<file path="config.mk">
export PLATFORM = sky130hd
export DESIGN_NAME = move_ctrl_sequencer_flat
export DESIGN_NICKNAME = d
export VERILOG_FILES = /design/src/rtl/move_ctrl_sequencer_if.sv /design/src/rtl/move_ctrl_sequencer.sv /design/src/flat_wrapper.sv
export SDC_FILE = /design/constraint.sdc
export NUM_CORES = 1
export LEC_CHECK = 0
export BUFFER_PORTS_ARGS = -buffer_cell sky130_fd_sc_hd__buf_2
export CAP_MARGIN = 20
export CELL_PAD_IN_SITES_DETAIL_PLACEMENT = 0
export CELL_PAD_IN_SITES_GLOBAL_PLACEMENT = 1
export CORE_ASPECT_RATIO = 1.5
export CORE_UTILIZATION = 36
export CTS_BUF_LIST = sky130_fd_sc_hd__clkbuf_2
export DETAILED_ROUTE_END_ITERATION = 8
export GPL_TIMING_DRIVEN = 0
export PLACE_DENSITY_LB_ADDON = 0.2
export SLEW_MARGIN = 25
export SYNTH_ARGS = -nofsm -noshare
export SYNTH_HDL_FRONTEND = slang
export SYNTH_SLANG_ARGS = --single-unit
</file>
<file path="constraint.sdc">
create_clock -name clk -period 2.8 [get_ports clk]
set_clock_uncertainty 0.05 [all_clocks]
set_input_delay 0.14 -clock clk [delete_from_list [all_inputs] [get_ports clk]]
set_output_delay 0.14 -clock clk [all_outputs]
set_load 0.1 [all_outputs]
</file>
<file path="src/rtl/move_ctrl_sequencer_if.sv">
// Bundle between the IR/memory side and the datapath control inputs.
// The sequencer uses the slave modport; whoever drives run/ir/mem_rdy uses master.
interface move_ctrl_sequencer_if #(
  parameter int CNT_W = 16
);
  logic             run;
  logic [31:0]      ir;
  logic             mem_rdy;

  logic             PCout;
  logic             MARin;
  logic             IncPC;
  logic             Zin;
  logic             ZLOout;
  logic             PCin;
  logic             MDRread;
  logic             MDRin;
  logic             MDRout;
  logic             IRin;

  logic             HIout;
  logic             LOout;
  logic             InPortout;
  logic             OPin;
  logic             Gra;
  logic             Rin;
  logic             Rout;

  logic [2:0]       step;
  logic             busy;
  logic [1:0]       fault_code;
  logic [CNT_W-1:0] instr_count;

  modport master (
    output run, ir, mem_rdy,
    input  PCout, MARin, IncPC, Zin, ZLOout, PCin, MDRread, MDRin, MDRout, IRin,
    input  HIout, LOout, InPortout, OPin, Gra, Rin, Rout,
    input  step, busy, fault_code, instr_count
  );

  modport slave (
    input  run, ir, mem_rdy,
    output PCout, MARin, IncPC, Zin, ZLOout, PCin, MDRread, MDRin, MDRout, IRin,
    output HIout, LOout, InPortout, OPin, Gra, Rin, Rout,
    output step, busy, fault_code, instr_count
  );
endinterface

</file>
<file path="src/rtl/move_ctrl_sequencer.sv">
// Moore T0..T4 control-step sequencer for fetch plus mfhi/mflo/in/out, with a
// memory-ready stall in T2, stall timeout, sticky fault state and a retire counter.
module move_ctrl_sequencer #(
  parameter int         CNT_W       = 16,
  parameter int         MEM_TIMEOUT = 15,
  parameter logic [4:0] OP_MFHI     = 5'b11000,
  parameter logic [4:0] OP_MFLO     = 5'b11001,
  parameter logic [4:0] OP_IN       = 5'b10110,
  parameter logic [4:0] OP_OUT      = 5'b10111
) (
  input  logic                  clk,
  input  logic                  clr,
  move_ctrl_sequencer_if.slave  bus
);

  localparam int STALL_W = $clog2(MEM_TIMEOUT + 1);
  localparam logic [STALL_W-1:0] STALL_LAST = STALL_W'(MEM_TIMEOUT - 1);

  typedef enum logic [2:0] {
    S_IDLE  = 3'd0,
    S_T0    = 3'd1,
    S_T1    = 3'd2,
    S_T2    = 3'd3,
    S_T3    = 3'd4,
    S_T4    = 3'd5,
    S_FAULT = 3'd7
  } state_t;

  state_t             state_reg,  state_next;
  logic [STALL_W-1:0] stall_reg,  stall_next;
  logic [1:0]         fault_reg,  fault_next;
  logic [CNT_W-1:0]   count_reg,  count_next;

  logic [4:0] opcode;
  logic       is_mfhi, is_mflo, is_in, is_out, is_legal;
  logic       ir_unused;

  assign opcode    = bus.ir[31:27];
  assign is_mfhi   = (opcode == OP_MFHI);
  assign is_mflo   = (opcode == OP_MFLO);
  assign is_in     = (opcode == OP_IN);
  assign is_out    = (opcode == OP_OUT);
  assign is_legal  = is_mfhi | is_mflo | is_in | is_out;
  assign ir_unused = ^bus.ir[26:0];

  always_ff @(posedge clk or posedge clr) begin
    if (clr) begin
      state_reg <= S_IDLE;
      stall_reg <= '0;
      fault_reg <= 2'b00;
      count_reg <= '0;
    end else begin
      state_reg <= state_next;
      stall_reg <= stall_next;
      fault_reg <= fault_next;
      count_reg <= count_next;
    end
  end

  always_comb begin
    state_next = state_reg;
    stall_next = stall_reg;
    fault_next = fault_reg;
    count_next = count_reg;
    case (state_reg)
      S_IDLE: if (bus.run) state_next = S_T0;
      S_T0:   state_next = S_T1;
      S_T1: begin
        state_next = S_T2;
        stall_next = '0;
      end
      S_T2: begin
        if (bus.mem_rdy) begin
          state_next = S_T3;
        end else if (stall_reg == STALL_LAST) begin
          state_next = S_FAULT;
          fault_next = 2'b10;
        end else begin
          stall_next = stall_reg + STALL_W'(1);
        end
      end
      S_T3:   state_next = S_T4;
      S_T4: begin
        if (!is_legal) begin
          state_next = S_FAULT;
          fault_next = 2'b01;
        end else begin
          count_next = count_reg + CNT_W'(1);
          state_next = bus.run ? S_T0 : S_IDLE;
        end
      end
      // Sticky until clr; run is deliberately ignored here.
      S_FAULT: state_next = S_FAULT;
      default: state_next = S_IDLE;
    endcase
  end

  // Strobes are pure Moore decodes of the current step (and the opcode in T4).
  always_comb begin
    bus.PCout     = 1'b0;
    bus.MARin     = 1'b0;
    bus.IncPC     = 1'b0;
    bus.Zin       = 1'b0;
    bus.ZLOout    = 1'b0;
    bus.PCin      = 1'b0;
    bus.MDRread   = 1'b0;
    bus.MDRin     = 1'b0;
    bus.MDRout    = 1'b0;
    bus.IRin      = 1'b0;
    bus.HIout     = 1'b0;
    bus.LOout     = 1'b0;
    bus.InPortout = 1'b0;
    bus.OPin      = 1'b0;
    bus.Gra       = 1'b0;
    bus.Rin       = 1'b0;
    bus.Rout      = 1'b0;
    case (state_reg)
      S_T0: begin
        bus.PCout = 1'b1;
        bus.MARin = 1'b1;
        bus.IncPC = 1'b1;
        bus.Zin   = 1'b1;
      end
      S_T1: begin
        bus.ZLOout = 1'b1;
        bus.PCin   = 1'b1;
      end
      S_T2: begin
        bus.MDRread = 1'b1;
        bus.MDRin   = 1'b1;
      end
      S_T3: begin
        bus.MDRout = 1'b1;
        bus.IRin   = 1'b1;
      end
      S_T4: begin
        bus.HIout     = is_mfhi;
        bus.LOout     = is_mflo;
        bus.InPortout = is_in;
        bus.OPin      = is_out;
        bus.Rout      = is_out;
        bus.Rin       = is_mfhi | is_mflo | is_in;
        bus.Gra       = is_legal;
      end
      default: ;
    endcase
  end

  assign bus.step        = state_reg;
  assign bus.busy        = (state_reg != S_IDLE) && (state_reg != S_FAULT);
  assign bus.fault_code  = fault_reg;
  assign bus.instr_count = count_reg;

endmodule
</file>
<file path="src/flat_wrapper.sv">
// flat-port wrapper written by rule: the top's interface ports become plain ports
module move_ctrl_sequencer_flat 
#(
  parameter int         CNT_W       = 16,
  parameter int         MEM_TIMEOUT = 15,
  parameter logic [4:0] OP_MFHI     = 5'b11000,
  parameter logic [4:0] OP_MFLO     = 5'b11001,
  parameter logic [4:0] OP_IN       = 5'b10110,
  parameter logic [4:0] OP_OUT      = 5'b10111
)
  (clk, clr, bus_run, bus_ir, bus_mem_rdy, bus_PCout, bus_MARin, bus_IncPC, bus_Zin, bus_ZLOout, bus_PCin, bus_MDRread, bus_MDRin, bus_MDRout, bus_IRin, bus_HIout, bus_LOout, bus_InPortout, bus_OPin, bus_Gra, bus_Rin, bus_Rout, bus_step, bus_busy, bus_fault_code, bus_instr_count);
  move_ctrl_sequencer_if #(.CNT_W(CNT_W)) bus_i ();
  input  logic clk;
  input  logic clr;
  input wire logic [$bits(bus_i.run)-1:0] bus_run;
  input wire logic [$bits(bus_i.ir)-1:0] bus_ir;
  input wire logic [$bits(bus_i.mem_rdy)-1:0] bus_mem_rdy;
  output wire logic [$bits(bus_i.PCout)-1:0] bus_PCout;
  output wire logic [$bits(bus_i.MARin)-1:0] bus_MARin;
  output wire logic [$bits(bus_i.IncPC)-1:0] bus_IncPC;
  output wire logic [$bits(bus_i.Zin)-1:0] bus_Zin;
  output wire logic [$bits(bus_i.ZLOout)-1:0] bus_ZLOout;
  output wire logic [$bits(bus_i.PCin)-1:0] bus_PCin;
  output wire logic [$bits(bus_i.MDRread)-1:0] bus_MDRread;
  output wire logic [$bits(bus_i.MDRin)-1:0] bus_MDRin;
  output wire logic [$bits(bus_i.MDRout)-1:0] bus_MDRout;
  output wire logic [$bits(bus_i.IRin)-1:0] bus_IRin;
  output wire logic [$bits(bus_i.HIout)-1:0] bus_HIout;
  output wire logic [$bits(bus_i.LOout)-1:0] bus_LOout;
  output wire logic [$bits(bus_i.InPortout)-1:0] bus_InPortout;
  output wire logic [$bits(bus_i.OPin)-1:0] bus_OPin;
  output wire logic [$bits(bus_i.Gra)-1:0] bus_Gra;
  output wire logic [$bits(bus_i.Rin)-1:0] bus_Rin;
  output wire logic [$bits(bus_i.Rout)-1:0] bus_Rout;
  output wire logic [$bits(bus_i.step)-1:0] bus_step;
  output wire logic [$bits(bus_i.busy)-1:0] bus_busy;
  output wire logic [$bits(bus_i.fault_code)-1:0] bus_fault_code;
  output wire logic [$bits(bus_i.instr_count)-1:0] bus_instr_count;
  assign bus_i.run = bus_run;
  assign bus_i.ir = bus_ir;
  assign bus_i.mem_rdy = bus_mem_rdy;
  assign bus_PCout = bus_i.PCout;
  assign bus_MARin = bus_i.MARin;
  assign bus_IncPC = bus_i.IncPC;
  assign bus_Zin = bus_i.Zin;
  assign bus_ZLOout = bus_i.ZLOout;
  assign bus_PCin = bus_i.PCin;
  assign bus_MDRread = bus_i.MDRread;
  assign bus_MDRin = bus_i.MDRin;
  assign bus_MDRout = bus_i.MDRout;
  assign bus_IRin = bus_i.IRin;
  assign bus_HIout = bus_i.HIout;
  assign bus_LOout = bus_i.LOout;
  assign bus_InPortout = bus_i.InPortout;
  assign bus_OPin = bus_i.OPin;
  assign bus_Gra = bus_i.Gra;
  assign bus_Rin = bus_i.Rin;
  assign bus_Rout = bus_i.Rout;
  assign bus_step = bus_i.step;
  assign bus_busy = bus_i.busy;
  assign bus_fault_code = bus_i.fault_code;
  assign bus_instr_count = bus_i.instr_count;
  move_ctrl_sequencer #(.CNT_W(CNT_W), .MEM_TIMEOUT(MEM_TIMEOUT), .OP_MFHI(OP_MFHI), .OP_MFLO(OP_MFLO), .OP_IN(OP_IN), .OP_OUT(OP_OUT)) u_core (.clk(clk), .clr(clr), .bus(bus_i));
endmodule
</file>
Word-level counts from Yosys, hierarchy flattened
Index checks and enable logic that the tools add are counted.

operators by class
  add/subtract/negate cells = 2
  multiply operators = 0
  div/mod/pow operators = 0
  $lt $le $gt $ge = 0
  eq/ne operators = 18
  shift-type cells = 0
  mux-type cells = 23
  bitwise operators = 3
  reduce and logical (&&, ||, !) cells = 9

operators by type and width
  kind                                                 count
  case mux 3 bit (7 select lines)                      1
  equality test 5 bit, second input constant           4
  adder 16 x 1 -> 16 bit, second input constant        1
  two-way mux 3 bit                                    4
  two-way mux 1 bit                                    11
  equality test 3 bit, second input constant           3
  two-way mux 4 bit                                    2
  != test 2 bit, second input constant                 4
  case mux 4 bit (2 select lines)                      1
  equality test 3 x 2 -> 1 bit, second input constant  2
  two-way mux 2 bit                                    3
  adder 4 x 1 -> 4 bit, second input constant          1
  equality test 4 bit, second input constant           1
  case mux 2 bit (2 select lines)                      1
  AND reduction 2 bit                                  2
  AND reduction 4 bit                                  1
  nonzero test 2 bit                                   2
  equality test 3 x 1 -> 1 bit, second input constant  1
  zero test 3 bit                                      1
  != test 3 x 2 -> 1 bit, second input constant        1
  != test 3 bit, second input constant                 1
  bitwise OR 1 bit                                     3
  AND reduction 3 bit                                  1
  nonzero test 3 bit                                   1
  other kinds (2)                                      2

word-level totals
  flip-flop bits (word level) = 25
  latch bits = 0
  RAM bits = 0
  bits in read-only memories = 0
  bits of input ports = 36
  output and inout port bits = 39
  logic and storage cells = 59
  memories kept = 0

Longest topological paths before layout
Gate-level depths: netlist of run 1.

  word-level depth = 6
  mapped depth = 7
  depth with buffers taken out = 6

Worst setup path before layout of run 1
OpenSTA, ideal clock, no wires.

  kind = flip-flop to output port
  start = register u_core.state_reg[2], in the netlist u_core.bus.step[2]
  end = output bus_MDRout
  arrival = 4.030 ns
  setup slack = -1.420 ns
  stages on the path, launching flop included = 5
  buffers on the path = 2
  path through = dfrtp_1 clkbuf_1 inv_1 nor3_1 buf_4

on the way
  cells in the longest elaborated chain, start to end = 2

ends and longest elaborated chain
  item                    line                       text
  start, declared         move_ctrl_sequencer.sv:29  state_t state_reg, state_next;
  start signal, assigned  move_ctrl_sequencer.sv:53  state_reg <= state_next;
  equality test 3 bit     --
  two-way mux 1 bit       --
  end, declared           flat_wrapper.sv:26         output wire logic [$bits(bus_i.MDRout)-1:0] bus_MDRout;

No other way between the ends.

Final worst setup path of run 1
  start = register u_core.state_reg[1], in the netlist u_core.bus.step[1]
  end = output bus_PCout

on the way
  cells in the longest elaborated chain, start to end = 2

ends and longest elaborated chain
  item                          line                        text
  equality test 3 x 1 -> 1 bit  move_ctrl_sequencer.sv:117  case (state_reg)
  two-way mux 1 bit             move_ctrl_sequencer.sv:117
  end, declared                 flat_wrapper.sv:18          output wire logic [$bits(bus_i.PCout)-1:0] bus_PCout;

No other way between the ends.

==> impl_metrics.yaml, run 1 <==
status:
  status: "completed"
route:
  drc: 0
  wl_mm: 3.07
  initialDrtViolationCount: 13
  vias_per_cell: 5.01
  num_vias: 1227
  antenna_left: 0
  dr.pass1.iters: 3
  routedWlPerCell_um: 12.5
worst_setup_path:
  cp.arrival_ns: 2.13
  crit_fanout: 10
  worstPathRequired_ns: 2.61
  worst_path_largest_cell_delay_ns: 0.46
  setup.worst_path.end_class: "output pin"
  worstSetupPathType: "reg -> out"
  crit_path_start_kind: "flip-flop"
  cp_slowest_cell: "dfrtp_1"
  crit_chain: "clkbuf_1 -> nor2b_1 -> and2_2 -> buf_4 -> buf_2"
timing:
  setup_viol: 0
  max_freq_mhz: 432
  worst_pin_slew_ns: 0.898
  hold_slack_ns: 0.0454
  finalCritPeriodShare_pct: 82.7
  timing_hold_violations_final: 0
  relSlewSlack_pct: 39.8
  rsz0062_at_grt: "false"
  drv_slew: 0
  tns_ns: 0
  fin_crit_ns: 2.32
die:
  die_w_um: 53.8
  row_count: 27
  io_pins: 75
  initial_core_util_pct: 38.6
  die_h_um: 79.6
  core-area_mm2: 0.00375
  dieArea_mm2: 0.00428
grt:
  antenna_found_initial: 0
  grt_max_degree: 26
  grt_pass1_vias: 1187
  overflow: 0
  grt_first_pass_wirelength_mm: 5.06
  grtUsageTotal_pct: 15.6
pwr:
  ir_drop_mv: 1.06
  power_frac_clock_pct: 7.3
  power.sequential.fraction_pct: 24.5
  leakage_nw: 0.930
  p_int_mw: 0.713
  p_per_area_mw_per_mm2: 1090
  power_frac_comb_pct: 68.2
  p_sw_mw: 1.27
  switching_share_pct: 64.1
final_layout:
  drive_gt1_share_pct: 37.1
  largest_reg_flops: 16
  nets: 242
  areaGrowthSynthToFinish_pct: 25.7
  n_antenna_cell: 0
  final_util_pct: 48.5
  fin_cells: 245
synthesis:
  netlist_top_cells_area: "dfrtp_1 (43%), xor2_1 (5.4%), buf_4 (3.6%)"
  yosys.area.top_type: "dfrtp_1"
  yosys.area.top_type_share_pct: 43.3
  syn-num-nets: 188
  seq_area_frac_synth_pct: 43.3
  async_flop_share_pct: 100
  synth_commonest_cells: "dfrtp_1 (25), nand2_1 (12), nor3_1 (10)"
  netlist_area_mm2: 0.00145
  synthCells: 149
  netlist-cell-type-count: 37
  yosysWarnings: 0
  synth-seq-cells: 25
  yosys_most_used_dff: "dfrtp_1"
  synth_edf_count: 0
  avgSynthCellArea_um2: 9.71
  synth.most_common_cell: "dfrtp_1"
clock_network:
  tritoncts: "yes"
  root_buffer: "clkbuf_2"
  cts_hold_buf: 2
  cts_setup_buffers: 0
  h-tree-depth: 1
  clk_latency_ns: 0.34
  cts_sinks: 25
  cts.repair.resized: 0
  clk_pin_slew_ns: 0.24
  numCtsBuffers: 3
  clockBufferDepth: 2
run:
  maxCapViolCount: 0
place:
  dp_hpwl_mm: 2.40
  io_buffers: 47
  place_congestion: 0.763
  dpl.cell_count: 239
hold_path:
  hp-class: "in -> reg"
[cell usage in the layout (no fill, tap or decap), types with 3 or more instances in the layout]
cell type,netlist,final
buf_2,0,47
dfrtp_1,25,25
nand2_1,12,12
xor2_1,9,9
nand3_1,7,7
nor3_1,10,7
inv_1,9,7
buf_4,7,7
nand4_1,6,6
xnor2_1,6,6
nor2_1,9,6
o21ai_0,5,5
clkbuf_2,0,4
nor4_2,3,3
and3_1,3,3
nand3b_1,3,3
clkbuf_1,3,3
ha_1,3,3
[final timing paths]
path                            slack [ns]  cells past startpoint                                     to                             from
worst max-delay path                  0.48                      5                              bus_PCout   u_core.bus.step[1]$_DFFE_PP0P_
worst min-delay path                  0.05                      3         u_core.bus.step[0]$_DFFE_PP0P_                          bus_run
worst max register to register        0.90                      7        u_core.stall_reg[2]$_DFFE_PP0P_  u_core.stall_reg[0]$_DFFE_PP0P_
worst min register to register        0.45                      1        u_core.stall_reg[3]$_DFFE_PP0P_  u_core.stall_reg[3]$_DFFE_PP0P_
max in group asynchronous             1.95                      3  u_core.bus.instr_count[1]$_DFFE_PP0N_                              clr
min in group asynchronous             0.33                      3  u_core.bus.instr_count[7]$_DFFE_PP0N_                              clr
[cells by family after synthesis]
kind of cell             share of synthesized area (%)
AO/OA/AOI/OAI                                     11.2
XOR/XNOR                                          9.08
adder cells (fa/ha/maj)                           2.60
buffers and inverters                             8.30
flip-flops                                        43.3
multiplexers                                     0.692
AND/OR/NAND/NOR                                   24.9
[critical path, delay by kind of cell, from the launching register on]
kind                   cells  cell delay, ns
and+or+nand+nor            2            0.55
buffers and inverters      3            0.76
DFF                        1            0.46
[area by class of cell]
type	count	area, um^2
timing repair buffer	49	255
fill	356	1930
sequential	25	626
multi-input combinational	103	739
inverter	9	37.5
buffer	12	86.3
clock buffer	4	20.0
tap	43	53.8
[power groups by stage]
stage	logic (mW)	registers, mW	clock network, mW
2_1_floorplan	0.859	0.807	0
3_3_place_gp	1.35	0.489	0
3_5_place_dp	1.36	0.494	0
4_1_cts	1.37	0.488	0.150
5_1_grt	1.43	0.499	0.163
6_report	1.36	0.487	0.145
[through the flow]
step                worst slack [ns]  area, um^2  total power [mW]
floorplan                     -0.126        1490              1.67
global placement               0.910        1780              1.84
detailed placement             0.896        1780              1.86
CTS                            0.452        1820              2.00
global route                   0.298        1820              2.09
finish                         0.483        1820              1.99
[per-layer routing]
| layer | GRT usage (%) | wire (um) |
|---|---|---|
| met4 | 6.84 | 19 |
| met5 | 0 | 0 |
| met1 | 18.2 | 1320 |
| met3 | 2.67 | 110 |
| met2 | 26.8 | 1620 |
No activity file was read; power rests on OpenSTA's default activity.
==> run 2: changes to the inputs <==
Settings changed: CORE_UTILIZATION 36 to 30.
Clock period 2.8 ns to 1.9 ns, I/O delays scaled along.
==> run 2 against run 1 <==
The run now ends with setup timing left. Sequential share of layout area shrank 7.1 points. Register-to-register slack lost 0.81 ns. Hold slack gained 0.12 ns. First-iteration DRC count grew to 3.0 times the previous value. Sequential power grew 52%. Worst setup slack lost 0.51 ns. Non-clock buffer count grew 15. Combinational power grew 97%. Sequential cell count is the same. Critical path depth grew 1. Global-route usage shrank 0.61 points. Critical endpoint is now bus_Gra.
==> impl_metrics.yaml, run 2 (same netlist as run 1, synthesis figures left out) <==
status:
  status: "finished, violations left"
  violations: "setup timing"
place:
  dp_slack_ns: 0.00479
  dp_hpwl_mm: 2.56
  dpl_cell_area_mm2: 0.00193
  place_congestion: 0.782
  io_buffers: 47
route:
  dr.pass1.iters: 4
  initialDrtViolationCount: 39
  routedWlPerCell_um: 13.0
  drc: 0
  num_vias: 1348
  vias_per_cell: 4.80
  antenna_left: 0
  wl_mm: 3.66
worst_setup_path:
  critical-path-top-delay-family: "buffers and inverters"
  crit_top_cell: "buf_6"
  crit_chain: "buf_6 -> and3b_1 -> buf_6 -> o211ai_4 -> clkinvlp_4 -> buf_12"
  cp_slowest_cell: "dfrtp_4"
  crit_fanout: 8
  worstSetupPathType: "reg -> out"
  crit_path_start_kind: "flip-flop"
  worstPathRequired_ns: 1.75
  rrSetupSlack_ns: 0.09
  r2r_end: "u_core.bus.instr_count[15]$_DFFE_PP0N_"
  cp.arrival_ns: 1.78
  reg2regPathDepth: 7
  worstReg2RegStart: "u_core.bus.step[0]$_DFFE_PP0P_"
  worst_path_largest_cell_delay_ns: 0.54
  setup.worst_path.end_class: "output pin"
  crit_buf_inv: 4
grt:
  antenna_found_initial: 0
  grt_pass1_vias: 1282
  grt_max_degree: 26
  overflow: 0
  grt_first_pass_wirelength_mm: 5.91
  grtUsageTotal_pct: 15.0
clock_network:
  clockBufferDepth: 2
  cts_sinks: 25
  numCtsBuffers: 3
  clk_latency_ns: 0.35
  clk_pin_slew_ns: 0.25
  tritoncts: "yes"
  h-tree-depth: 1
  root_buffer: "clkbuf_2"
hold_path:
  holdPathEnd: "u_core.bus.step[1]$_DFFE_PP0P_"
  min-delay-start: "bus_ir[31]"
  whs_path_depth: 3
  hp-class: "in -> reg"
timing:
  drv_slew: 0
  hold_slack_ns: 0.162
  max_freq_mhz: 519
  rsz0062_at_grt: "true"
  finalCritPeriodShare_pct: 101
  setup_ws_ns: -0.0259
  fin_crit_ns: 1.93
  relSlewSlack_pct: 64.6
  setup_viol: 2
  timing_hold_violations_final: 0
  worst_pin_slew_ns: 0.530
final_layout:
  drive_gt1_share_pct: 52.5
  final_util_pct: 51.9
  final_area_mm2: 0.00238
  most-common-layout-cells: "buf_2 (29), buf_4 (16), buf_12 (14), dfrtp_1 (12), nand2_1 (11)"
  mostFrequentLayoutCell: "buf_2"
  n_fill_cell: 441
  areaGrowthSynthToFinish_pct: 64.3
  nets: 257
  n_antenna_cell: 0
  largest_reg_flops: 16
pwr:
  leakage_nw: 1.10
  power.total_mw: 3.63
  ir_drop_mv: 1.00
  p_per_area_mw_per_mm2: 1530
die:
  io_pins: 75
  row_count: 30
  die_h_um: 87.0
  core-area_mm2: 0.00458
  dieArea_mm2: 0.00511
  die_w_um: 58.7
  initial_core_util_pct: 31.6
run:
  maxCapViolCount: 0
-- run 2: changes by cell type in the layout (fill, tap and decap cells not counted), sizes merged --
| cell | previous run | this run |
|---|---|---|
| buf | 56 | 72 |
| clkbuf | 7 | 4 |
| clkinvlp | 1 | 3 |
| dlygate4sd3 | 2 | 3 |
| inv | 7 | 6 |
-- run 2: worst register-to-register path, stage by stage, from the launching register on --
cell	delay [ns]
dfrtp_4	0.48
buf_6	0.12
and3b_1	0.17
buf_6	0.13
buf_4	0.12
o2111ai_2	0.16
nor4_2	0.33
xor2_1	0.18
-- run 2: how the worst max path moves through the flow --
stage	startpoint	to	cells past startpoint
3_3_place_gp	u_core.bus.step[1]$_DFFE_PP0P_	bus_PCout	5
3_5_place_dp	u_core.bus.step[1]$_DFFE_PP0P_	bus_PCout	5
5_1_grt	u_core.bus.step[0]$_DFFE_PP0P_	bus_Rout	7
4_1_cts	u_core.bus.step[0]$_DFFE_PP0P_	bus_Gra	6
6_report	u_core.bus.step[0]$_DFFE_PP0P_	bus_Gra	6
2_1_floorplan	u_core.bus.step[0]$_DFFE_PP0P_	u_core.bus.instr_count[3]$_DFFE_PP0N_	7
-- run 2: where the power goes --
group          switching (mW)  total (mW)  internal (mW)
combinational            1.79        2.68          0.885
clock                   0.162       0.210         0.0477
sequential             0.0974       0.742          0.644
-- run 2: layout make-up --
type | count | area (um^2) | share of cell area (%)
Buffer | 11 | 156 | 6.58
Clock buffer | 3 | 15.0 | 0.632
Clock inverter | 1 | 5.00 | 0.211
Inverter | 9 | 50.0 | 2.11
Multi-Input combinational cell | 103 | 821 | 34.5
Sequential cell | 25 | 649 | 27.3
Tap cell | 64 | 80.1 | 3.37
Timing Repair Buffer | 65 | 599 | 25.2
-- run 2: stage by stage --
step,TNS [ns],instances
6_report,-0.0381,281
5_1_grt,-1.23,281
4_1_cts,-0.146,277
3_5_place_dp,0,260
3_3_place_gp,0,260
2_1_floorplan,-3.49,149
-- run 2: timing repair --
| item | in CTS | in global routing |
|---|---|---|
| buffers inserted | 10 | 5 |
| gates resized for setup | 50 | 24 |
| pin swaps | 3 | 2 |
| hold buffers | 3 | 0 |
| endpoints found under the setup margin | 18 | 21 |
| endpoints found under the hold margin | 27 | 0 |
-- run 2: per-layer routing --
metal,global-route usage [%],vias up,share of wire [%]
met5,0,-,0
met4,6.06,0,0.98
met3,2.23,4,2.9
met2,26.9,32,56
met1,17.7,655,40
li1,-,657,-
